==> config.mk <==
export PLATFORM = sky130hd
export DESIGN_NAME = pa_clic_arb_pipe
export DESIGN_NICKNAME = d
export VERILOG_FILES = /design/src/rtl/pa_clic_arb_pkg.sv /design/src/rtl/pa_clic_arb_tree.sv /design/src/rtl/pa_clic_arb_pipe.sv
export SDC_FILE = /design/constraint.sdc
export NUM_CORES = 1
export LEC_CHECK = 0
export CELL_PAD_IN_SITES_DETAIL_PLACEMENT = 2
export CELL_PAD_IN_SITES_GLOBAL_PLACEMENT = 2
export CORE_MARGIN = 3
export CORE_UTILIZATION = 30
export DETAILED_ROUTE_END_ITERATION = 8
export PLACE_DENSITY_LB_ADDON = 0.1
export REMOVE_ABC_BUFFERS = 1
export SETUP_SLACK_MARGIN = 0.15
export SYNTH_ARGS = -nofsm -noshare
export SYNTH_HDL_FRONTEND = slang
export SYNTH_SLANG_ARGS = --single-unit
==> constraint.sdc <==
create_clock -name clic_clk -period 6.1 [get_ports clic_clk]
set_input_delay 1.83 -clock clic_clk [delete_from_list [all_inputs] [get_ports clic_clk]]
set_output_delay 1.83 -clock clic_clk [all_outputs]
set_load 0.005 [all_outputs]
==> src/rtl/pa_clic_arb_pkg.sv <==
// ============================================================================
// Module : pa_clic_arb_pkg
// Brief  : Shared candidate type and priority-compare rule for the CLIC arbiter
// Rev    : 1.0  initial release
// ============================================================================
`default_nettype none

package pa_clic_arb_pkg;

  localparam int PRIO_W_MAX = 9;   // {mode, up to 8 level bits}
  localparam int ID_W_MAX   = 16;
  localparam int IL_WIDTH   = 8;

  // Sized for the widest legal configuration; narrower builds zero the MSBs.
  typedef struct packed {
    logic                  req;
    logic [PRIO_W_MAX-1:0] prio;
    logic                  hv;
    logic [ID_W_MAX-1:0]   id;
  } clic_cand_t;

  localparam int CAND_W = $bits(clic_cand_t);

  function automatic logic cand_wins(input clic_cand_t a, input clic_cand_t b);
    return a.req & (~b.req | (a.prio > b.prio) |
                    ((a.prio == b.prio) & (a.id < b.id)));
  endfunction

endpackage

`default_nettype wire

==> src/rtl/pa_clic_arb_tree.sv <==
// ============================================================================
// Module : pa_clic_arb_tree
// Brief  : Combinational tournament reduction of N candidates to one winner
// Rev    : 1.0  initial release
// ============================================================================
`default_nettype none

module pa_clic_arb_tree
  import pa_clic_arb_pkg::*;
#(
  parameter int N = 16
) (
  input  logic [N*CAND_W-1:0] i_cand,
  output clic_cand_t          o_win
);

  // Heap layout: leaves at [N-1 .. 2N-2], node k has children 2k+1 and 2k+2.
  clic_cand_t w_node [2*N-1];

  always_comb begin
    for (int j = 0; j < N; j++) begin
      w_node[N-1+j] = i_cand[j*CAND_W +: CAND_W];
    end
    for (int k = N-2; k >= 0; k--) begin
      w_node[k] = cand_wins(w_node[2*k+1], w_node[2*k+2]) ? w_node[2*k+1]
                                                            : w_node[2*k+2];
    end
  end

  assign o_win = w_node[0];

endmodule

`default_nettype wire

==> src/rtl/pa_clic_arb_pipe.sv <==
// ============================================================================
// Module : pa_clic_arb_pipe
// Brief  : Two-stage pipelined CLIC arbiter with freeze/flush and change pulse.
//          Optional macro CLIC_ARB_THRESH_EN adds threshold gating of vld.
// Rev    : 1.0  initial release
// ============================================================================
`default_nettype none

module pa_clic_arb_pipe
  import pa_clic_arb_pkg::*;
#(
  parameter int INT_NUM  = 64,
  parameter int CTLBITS  = 3,
  parameter int GRP_SIZE = 16,
  parameter int ID_WIDTH = 12
) (
  input  logic                           clic_clk,
  input  logic                           cpurst_b,
  input  logic [INT_NUM-1:0]             kid_arb_int_req,
  input  logic [INT_NUM-1:0]             kid_arb_int_hv,
  input  logic [(CTLBITS+1)*INT_NUM-1:0] kid_arb_int_all_vec,
  input  logic [CTLBITS-1:0]             ctrl_xx_int_lv_or_mask,
  input  logic                           ctrl_arb_freeze,
  input  logic                           ctrl_arb_flush,
`ifdef CLIC_ARB_THRESH_EN
  input  logic [IL_WIDTH-1:0]            ctrl_arb_int_thresh,
`endif
  output logic                           arb_ctrl_int_vld,
  output logic [ID_WIDTH-1:0]            arb_ctrl_int_id,
  output logic [IL_WIDTH-1:0]            arb_ctrl_int_il,
  output logic                           arb_ctrl_int_mode,
  output logic                           arb_ctrl_int_hv,
  output logic                           arb_ctrl_int_chg,
  output logic                           arb_ctrl_int_req_raw
);

  localparam int NGRP = INT_NUM / GRP_SIZE;
  localparam int VW   = CTLBITS + 1;

  logic [INT_NUM*CAND_W-1:0] w_leaf;
  logic [NGRP*CAND_W-1:0]    w_grp_win;
  logic [NGRP*CAND_W-1:0]    r_s1;
  clic_cand_t                r_s2;
  logic [IL_WIDTH-1:0]       r_il;
  logic                      r_chg;

  // Idle channels are zeroed so an empty result is all-zero (id=0, il=0).
  for (genvar i = 0; i < INT_NUM; i++) begin : g_leaf
    clic_cand_t w_c;
    always_comb begin
      w_c = '0;
      if (kid_arb_int_req[i]) begin
        w_c.req  = 1'b1;
        w_c.prio = PRIO_W_MAX'(kid_arb_int_all_vec[VW*i +: VW]);
        w_c.hv   = kid_arb_int_hv[i];
        w_c.id   = ID_W_MAX'(i);
      end
    end
    assign w_leaf[i*CAND_W +: CAND_W] = w_c;
  end

  for (genvar g = 0; g < NGRP; g++) begin : g_grp
    clic_cand_t w_gw;
    pa_clic_arb_tree #(.N(GRP_SIZE)) u_tree (
      .i_cand (w_leaf[g*GRP_SIZE*CAND_W +: GRP_SIZE*CAND_W]),
      .o_win  (w_gw)
    );
    assign w_grp_win[g*CAND_W +: CAND_W] = w_gw;
  end

  clic_cand_t w_win;
  pa_clic_arb_tree #(.N(NGRP)) u_tree_s2 (
    .i_cand (r_s1),
    .o_win  (w_win)
  );

  logic [CTLBITS-1:0]  w_lv;
  logic [IL_WIDTH-1:0] w_il;

  assign w_lv = w_win.prio[CTLBITS-1:0] |
                (ctrl_xx_int_lv_or_mask & {CTLBITS{w_win.req}});

  if (CTLBITS == IL_WIDTH) begin : g_il_full
    assign w_il = w_lv;
  end else begin : g_il_fill
    assign w_il = {w_lv, {(IL_WIDTH-CTLBITS){w_win.req}}};
  end

  logic w_vld;
`ifdef CLIC_ARB_THRESH_EN
  assign w_vld = w_win.req & (w_il > ctrl_arb_int_thresh);
`else
  assign w_vld = w_win.req;
`endif

  clic_cand_t w_s2_nxt;
  always_comb begin
    w_s2_nxt     = w_win;
    w_s2_nxt.req = w_vld;
  end

  // hv is deliberately excluded from change detection.
  logic w_chg_load;
  logic w_chg_flush;
  assign w_chg_load  = {w_s2_nxt.req, w_s2_nxt.id, w_s2_nxt.prio} !=
                       {r_s2.req, r_s2.id, r_s2.prio};
  assign w_chg_flush = {r_s2.req, r_s2.id, r_s2.prio} != '0;

  always_ff @(posedge clic_clk or negedge cpurst_b) begin
    if (!cpurst_b) begin
      r_s1  <= '0;
      r_s2  <= '0;
      r_il  <= '0;
      r_chg <= 1'b0;
    end else if (ctrl_arb_flush) begin
      r_s1  <= '0;
      r_s2  <= '0;
      r_il  <= '0;
      r_chg <= w_chg_flush;
    end else begin
      r_s1 <= w_grp_win;
      if (ctrl_arb_freeze) begin
        r_chg <= 1'b0;
      end else begin
        r_s2  <= w_s2_nxt;
        r_il  <= w_il;
        r_chg <= w_chg_load;
      end
    end
  end

  assign arb_ctrl_int_vld     = r_s2.req;
  assign arb_ctrl_int_id      = r_s2.id[ID_WIDTH-1:0];
  assign arb_ctrl_int_il      = r_il;
  assign arb_ctrl_int_mode    = r_s2.prio[CTLBITS];
  assign arb_ctrl_int_hv      = r_s2.hv;
  assign arb_ctrl_int_chg     = r_chg;
  assign arb_ctrl_int_req_raw = |kid_arb_int_req;

endmodule

`default_nettype wire
==> impl_results.md, run 1 <==
- Instance count after placement with tap cells included: between 3000 and 4000
- Count of input and output buffers: 409
- Xor and xnor area share after synthesis: less than 1%
- Clock root cell: clkbuf_16
- Pre-CTS worst setup slack: -3.311 ns
- Share of synthesized cell area in and, or, nand and nor gates: between 20% and 30%
- Post-Synthesis Cell Area: roughly 15000 um^2
- FFs w/ async S/R, synth: 100.0%
- Horizontal die dimension: 226.9 um
- Main combinational cell family by area after synthesis: adder cells
- Main flop type after synthesis: dfrtp_1
- Stage where the flow stopped: clock tree synthesis (4_1_cts)
- Clock net sink count: 56
- Mean Syn Cell Area: around 7.4 um^2
- Count of boundary I/O pins: around 420
- Number of buffers added by the clock tree synthesis step: 5
- Resized Gates After CTS: about 1200
- Number of buffers between clock root and the deepest sink: 2
- Post-synth EDFFs: 0
- First Error: [ERROR DPL-0033] detailed placement checks failed during check placement.
- Number of core rows: 80
- #FFs+latches synth: between 50 and 60
- Post-CTS Hold Fix Bufs: 0
- Register area share after synthesis: a little under a tenth
- Post-DP HPWL: around 71 mm
- Number of buffers inserted by post-CTS setup repair: between 200 and 300
- Die Height: 226.9 um
- Run status: aborted with a tool error
- Mux share of post-synthesis cell area: about an eighth
- Synthesized-area fraction occupied by adder cells: between 20% and 30%
- Routability cong.: ~0.90
- Count of distinct cell types in the synthesized netlist: 81
- Initial cell density of the core: 30.53%
- Compound-Gate Fraction of Synth Area: 23.36%
- Gate count of the mapped netlist: about 2000
- H-tree levels: 2
- YS warnings: 0
[cells in the mapped netlist, types with 29 or more instances]
master	n	area [um^2]
ha_1	274	3428
nand2_1	220	825.8
inv_1	219	822.0
a21oi_1	136	680.7
and2_1	131	819.5
mux2i_1	118	1181
nor2_1	111	416.7
o21ai_0	69	345.3
nand2b_1	66	412.9
mux2_2	58	653.1
dfrtp_1	56	1401
a31oi_1	53	331.6
a21o_1	40	300.3
clkbuf_1	39	146.4
nor2b_1	29	181.4
[stage by stage]
stage | util [%] | TNS, ns | instance area, um^2 | hold WS, ns
floorplan | - | -58.89 | 14310 | 0.5098
global placement | 50.12 | -77.12 | 24030 | 0.5077
detailed placement | 50.12 | -105.47 | 24030 | 0.5574
[logic make-up after synthesis]
kind of cell,count (synthesis)
and+or+nand+nor,661
AOI/OAI and AO/OA,509
buffers and inverters,288
adders and majority gates,274
muxes,177
DFF,56
xor gates and xnor gates,10
other,1
==> inputs of run 2 (changes only) <==
==> config.mk (replaced) <==
export PLATFORM = sky130hd
export DESIGN_NAME = pa_clic_arb_pipe
export DESIGN_NICKNAME = d
export VERILOG_FILES = /design/src/rtl/pa_clic_arb_pkg.sv /design/src/rtl/pa_clic_arb_tree.sv /design/src/rtl/pa_clic_arb_pipe.sv
export SDC_FILE = /design/constraint.sdc
export NUM_CORES = 1
export LEC_CHECK = 0
export CORE_MARGIN = 3
export CORE_UTILIZATION = 40
export DETAILED_ROUTE_END_ITERATION = 8
export PLACE_DENSITY_LB_ADDON = 0.15
export REMOVE_ABC_BUFFERS = 1
export SYNTH_ARGS = -nofsm -noshare
export SYNTH_HDL_FRONTEND = slang
export SYNTH_SLANG_ARGS = --single-unit
==> run 2 against run 1 <==
The flow now finishes, with violations (negative setup slack). Synthesized cell count stayed put. Synthesized area is the same.
==> impl_results.md, run 2 <==
- Overall via count from detail_route: 22140
- Proportion of netlist area held by the largest area contributor: about a quarter
- Count of input and output buffers: roughly 410
- Reg clk slew, reported paths: approximately 0.07 ns
- Most area-hungry cell type in the Yosys netlist: ha_1
- H-tree levels: 2
- Final sum of negative setup slack: -54.33 ns
- Maximum vdd drop: 200.2 uV
- Post-Synthesis Cell Area: 14640 um^2
- Run status: finished, violations left
- Slew headroom: about a quarter
- Number of global-route vias before repair: approximately 23000
- Met2 usage in global routing: 64.18%
- YS warnings: 0
- Ratio of routed vias to standard cells: 5.833
- GR Overflow Total: 0
- DR DRC count: 0
- Highest achievable clock rate: approximately 130 MHz
- Path type of the worst min-delay path: flip-flop to flip-flop
- Hold Worst Slack: between 0.5 and 0.6 ns
- Crit Path Max Fanout: 3
- Routability cong.: about 0.95
- Remaining antenna violation count: 0
- Nature of the critical path startpoint: primary input
- Least-Margin Pin Slew: 1.142 ns
- Global Route met1 Usage: 37.38%
- Clock root cell: clkbuf_16
- Overall power after layout: 7490 uW
- Register area share after synthesis: under 10%
- Clock net sink count: 56
- Number of design-rule violations left by the first detailed-router iteration: between 1500 and 2000
- Routed wire length: roughly 83 mm
- Post-synth EDFFs: 0
- Top register by number of flip-flops: r_s1
- Violations in the final reports: negative setup slack
- Number of flip-flops in the largest register: 40
- Gate count of the mapped netlist: 1976
- Global-route wire length before repair: 110.5 mm
- CTS tree: yes
- Post-route fraction of the period consumed by the critical path: 130.1%
- Number of core rows: 69
- Pwr dens: ~250 nW/um^2
- Final-report hold violation count: 0
- Area overhead of the layout relative to synthesis: 108.7%
- Data arrival at the endpoint of the critical path: ~8.2 ns
- Horizontal die dimension: 197.3 um
- Number of buffers added by the clock tree synthesis step: 5
- Post-route cell area: a little over 30000 um^2
- Share of final-layout standard cells stronger than drive strength 1: approximately 54%
- Top cells by instance count after synthesis: ha_1 (274), nand2_1 (220), inv_1 (219)
- Share of total power in sequential cells: slightly below 8%
- Number of buffers between clock root and the deepest sink: 2
- Length of the first detailed-routing pass in iterations: 8
- Area after DPL: ~23000 um^2
- Maximum number of pins on one net before global-route repair: 57
- Commonest cells after routing, fill and taps aside: buf_4 (935), inv_1 (202), clkdlybuf4s50_1 (175)
- Max incr delay on CP: 0.38 ns
- Total die area: 38930 um^2
- Initial antenna violation count: 5
- #FFs+latches synth: 56
- Time the worst path needs with I/O delays and setup: 7.938 ns
- Required time at the endpoint of the critical path: 6.34 ns
- Count of final max-slew check failures: 0
- Critical path's slowest cell: ha_1
- Largest cells by area after synthesis: ha_1 (23%), dfrtp_1 (9.6%), mux2i_1 (8.1%)
- Post-DP HPWL: approximately 44 mm
- Dominant cell by count in the synthesized netlist: ha_1
- Cell internal power dissipation: around 4200 uW
- Static leakage: ~0.015 uW
- Initial cell density of the core: just over 40%
- Power share of the clock group: between 4 and 5%
- Post-layout nets: ~4000
- Switching Fraction: a little over two fifths
- Setup Viol. Count Final: 36
- Met3 Track Usage GR: under 10%
- Clk Latency, worst-skew pair: 0.29 ns
- Worst clock skew on the final layout: between 0.01 and 0.015 ns
- Busiest layer in global routing: met2
- Setup WS post-layout: -1.838 ns
- Core Area: about 36000 um^2
- Count of boundary I/O pins: 416
- Mean Syn Cell Area: about 7.4 um^2
- Global router's overall resource usage: 34.26%
- Critical path capture point type: flip-flop
- Main flop type after synthesis: dfrtp_1
- Most common library cell in the layout ignoring fill and taps: buf_4
- FFs w/ async S/R, synth: 100.0%
- Logic pwr share: between 80% and 90%
- Avg WL per Cell: ~22 um
- Setup Crit Path Kind: primary input to flip-flop
- Setup repair after global routing missed its margin: true
- Max-cap viol count: 0
- Die Height: 197.3 um
- Count of distinct cell types in the synthesized netlist: a little over 80
- Switching component of the power: 3260 uW
run 2: cell counts after synthesis:
No cell type changed its count.
run 2: layer usage:
layer  wire length (um)  up-vias
met3               6923      641
met1              28770    10320
met5                 38        -
met2              40080     1455
met4               7195        6
li1                   -     9715
run 2: path summary, 6_finish.rpt:
path	from	to	slack [ns]	cells past startpoint
max	kid_arb_int_all_vec[147]	r_s1[55]	-1.84	33
min	arb_ctrl_int_hv	arb_ctrl_int_hv	0.56	2
max reg2reg	r_s1[100]	arb_ctrl_int_chg	1.80	17
min reg2reg	arb_ctrl_int_hv	arb_ctrl_int_hv	0.56	2
max in group asynchronous	cpurst_b	arb_ctrl_int_id[5]	3.95	2
min in group asynchronous	cpurst_b	arb_ctrl_int_hv	1.67	2
run 2: area by class of cell:
class                      instances  area, um^2
tap                              461       576.8
sequential                        56        1401
inverter                         220       828.3
multi-input combinational       1637       16000
clock inverter                     2       60.06
timing repair buffer            1410       11540
fill                            1888        5283
antenna                            4       10.01
clock buffer                       5       125.1
run 2: critical path, delay by kind of cell:
family	cells	cell delay (ns)
muxes	3	0.86
buffers and inverters	2	0.46
AOI/OAI and AO/OA	14	2.40
adders and majority gates	4	1.15
and+or+nand+nor	10	1.46
run 2: logic make-up (layout without fill, tap and decap cells):
kind of cell	count (synthesis)	after routing	share of synthesized area (%)
other	1	10	0.02562
AND/OR/NAND/NOR	661	661	22.38
adder cells (fa/ha/maj)	274	274	23.42
XOR/XNOR	10	10	0.5983
buffers and inverters	288	1637	8.009
flip-flops	56	56	9.573
multiplexers	177	177	12.63
AO/OA/AOI/OAI	509	509	23.36
run 2: power by group through the flow:
stage	Sequential [uW]	Clock, uW	Combinational [uW]
global placement	590	0	3760
detailed placement	587	0	3870
finish	593	360	6540
global route	603	379	6890
CTS	586	360	5320
floorplan	564	0	2120
run 2: what timing repair did:
| item | CTS | global route |
|---|---|---|
| setup buffers | 356 | 72 |
| gates resized for setup | 1042 | 311 |
| hold buffers | 0 | 0 |
| pin swaps | 408 | 207 |
| endpoints found under the setup margin | 37 | 37 |
| gates cloned | 1 | 0 |
run 2: metrics by stage:
stage,util (%),std cells,worst slack [ns]
2_1_floorplan,-,1913,-2.007
3_3_place_gp,65.14,3364,-2.423
3_5_place_dp,65.14,3364,-2.522
4_1_cts,80.47,3724,-1.208
5_1_grt,85.24,3793,-1.995
6_report,85.26,3795,-1.838
(Power assumes the default switching activity.)
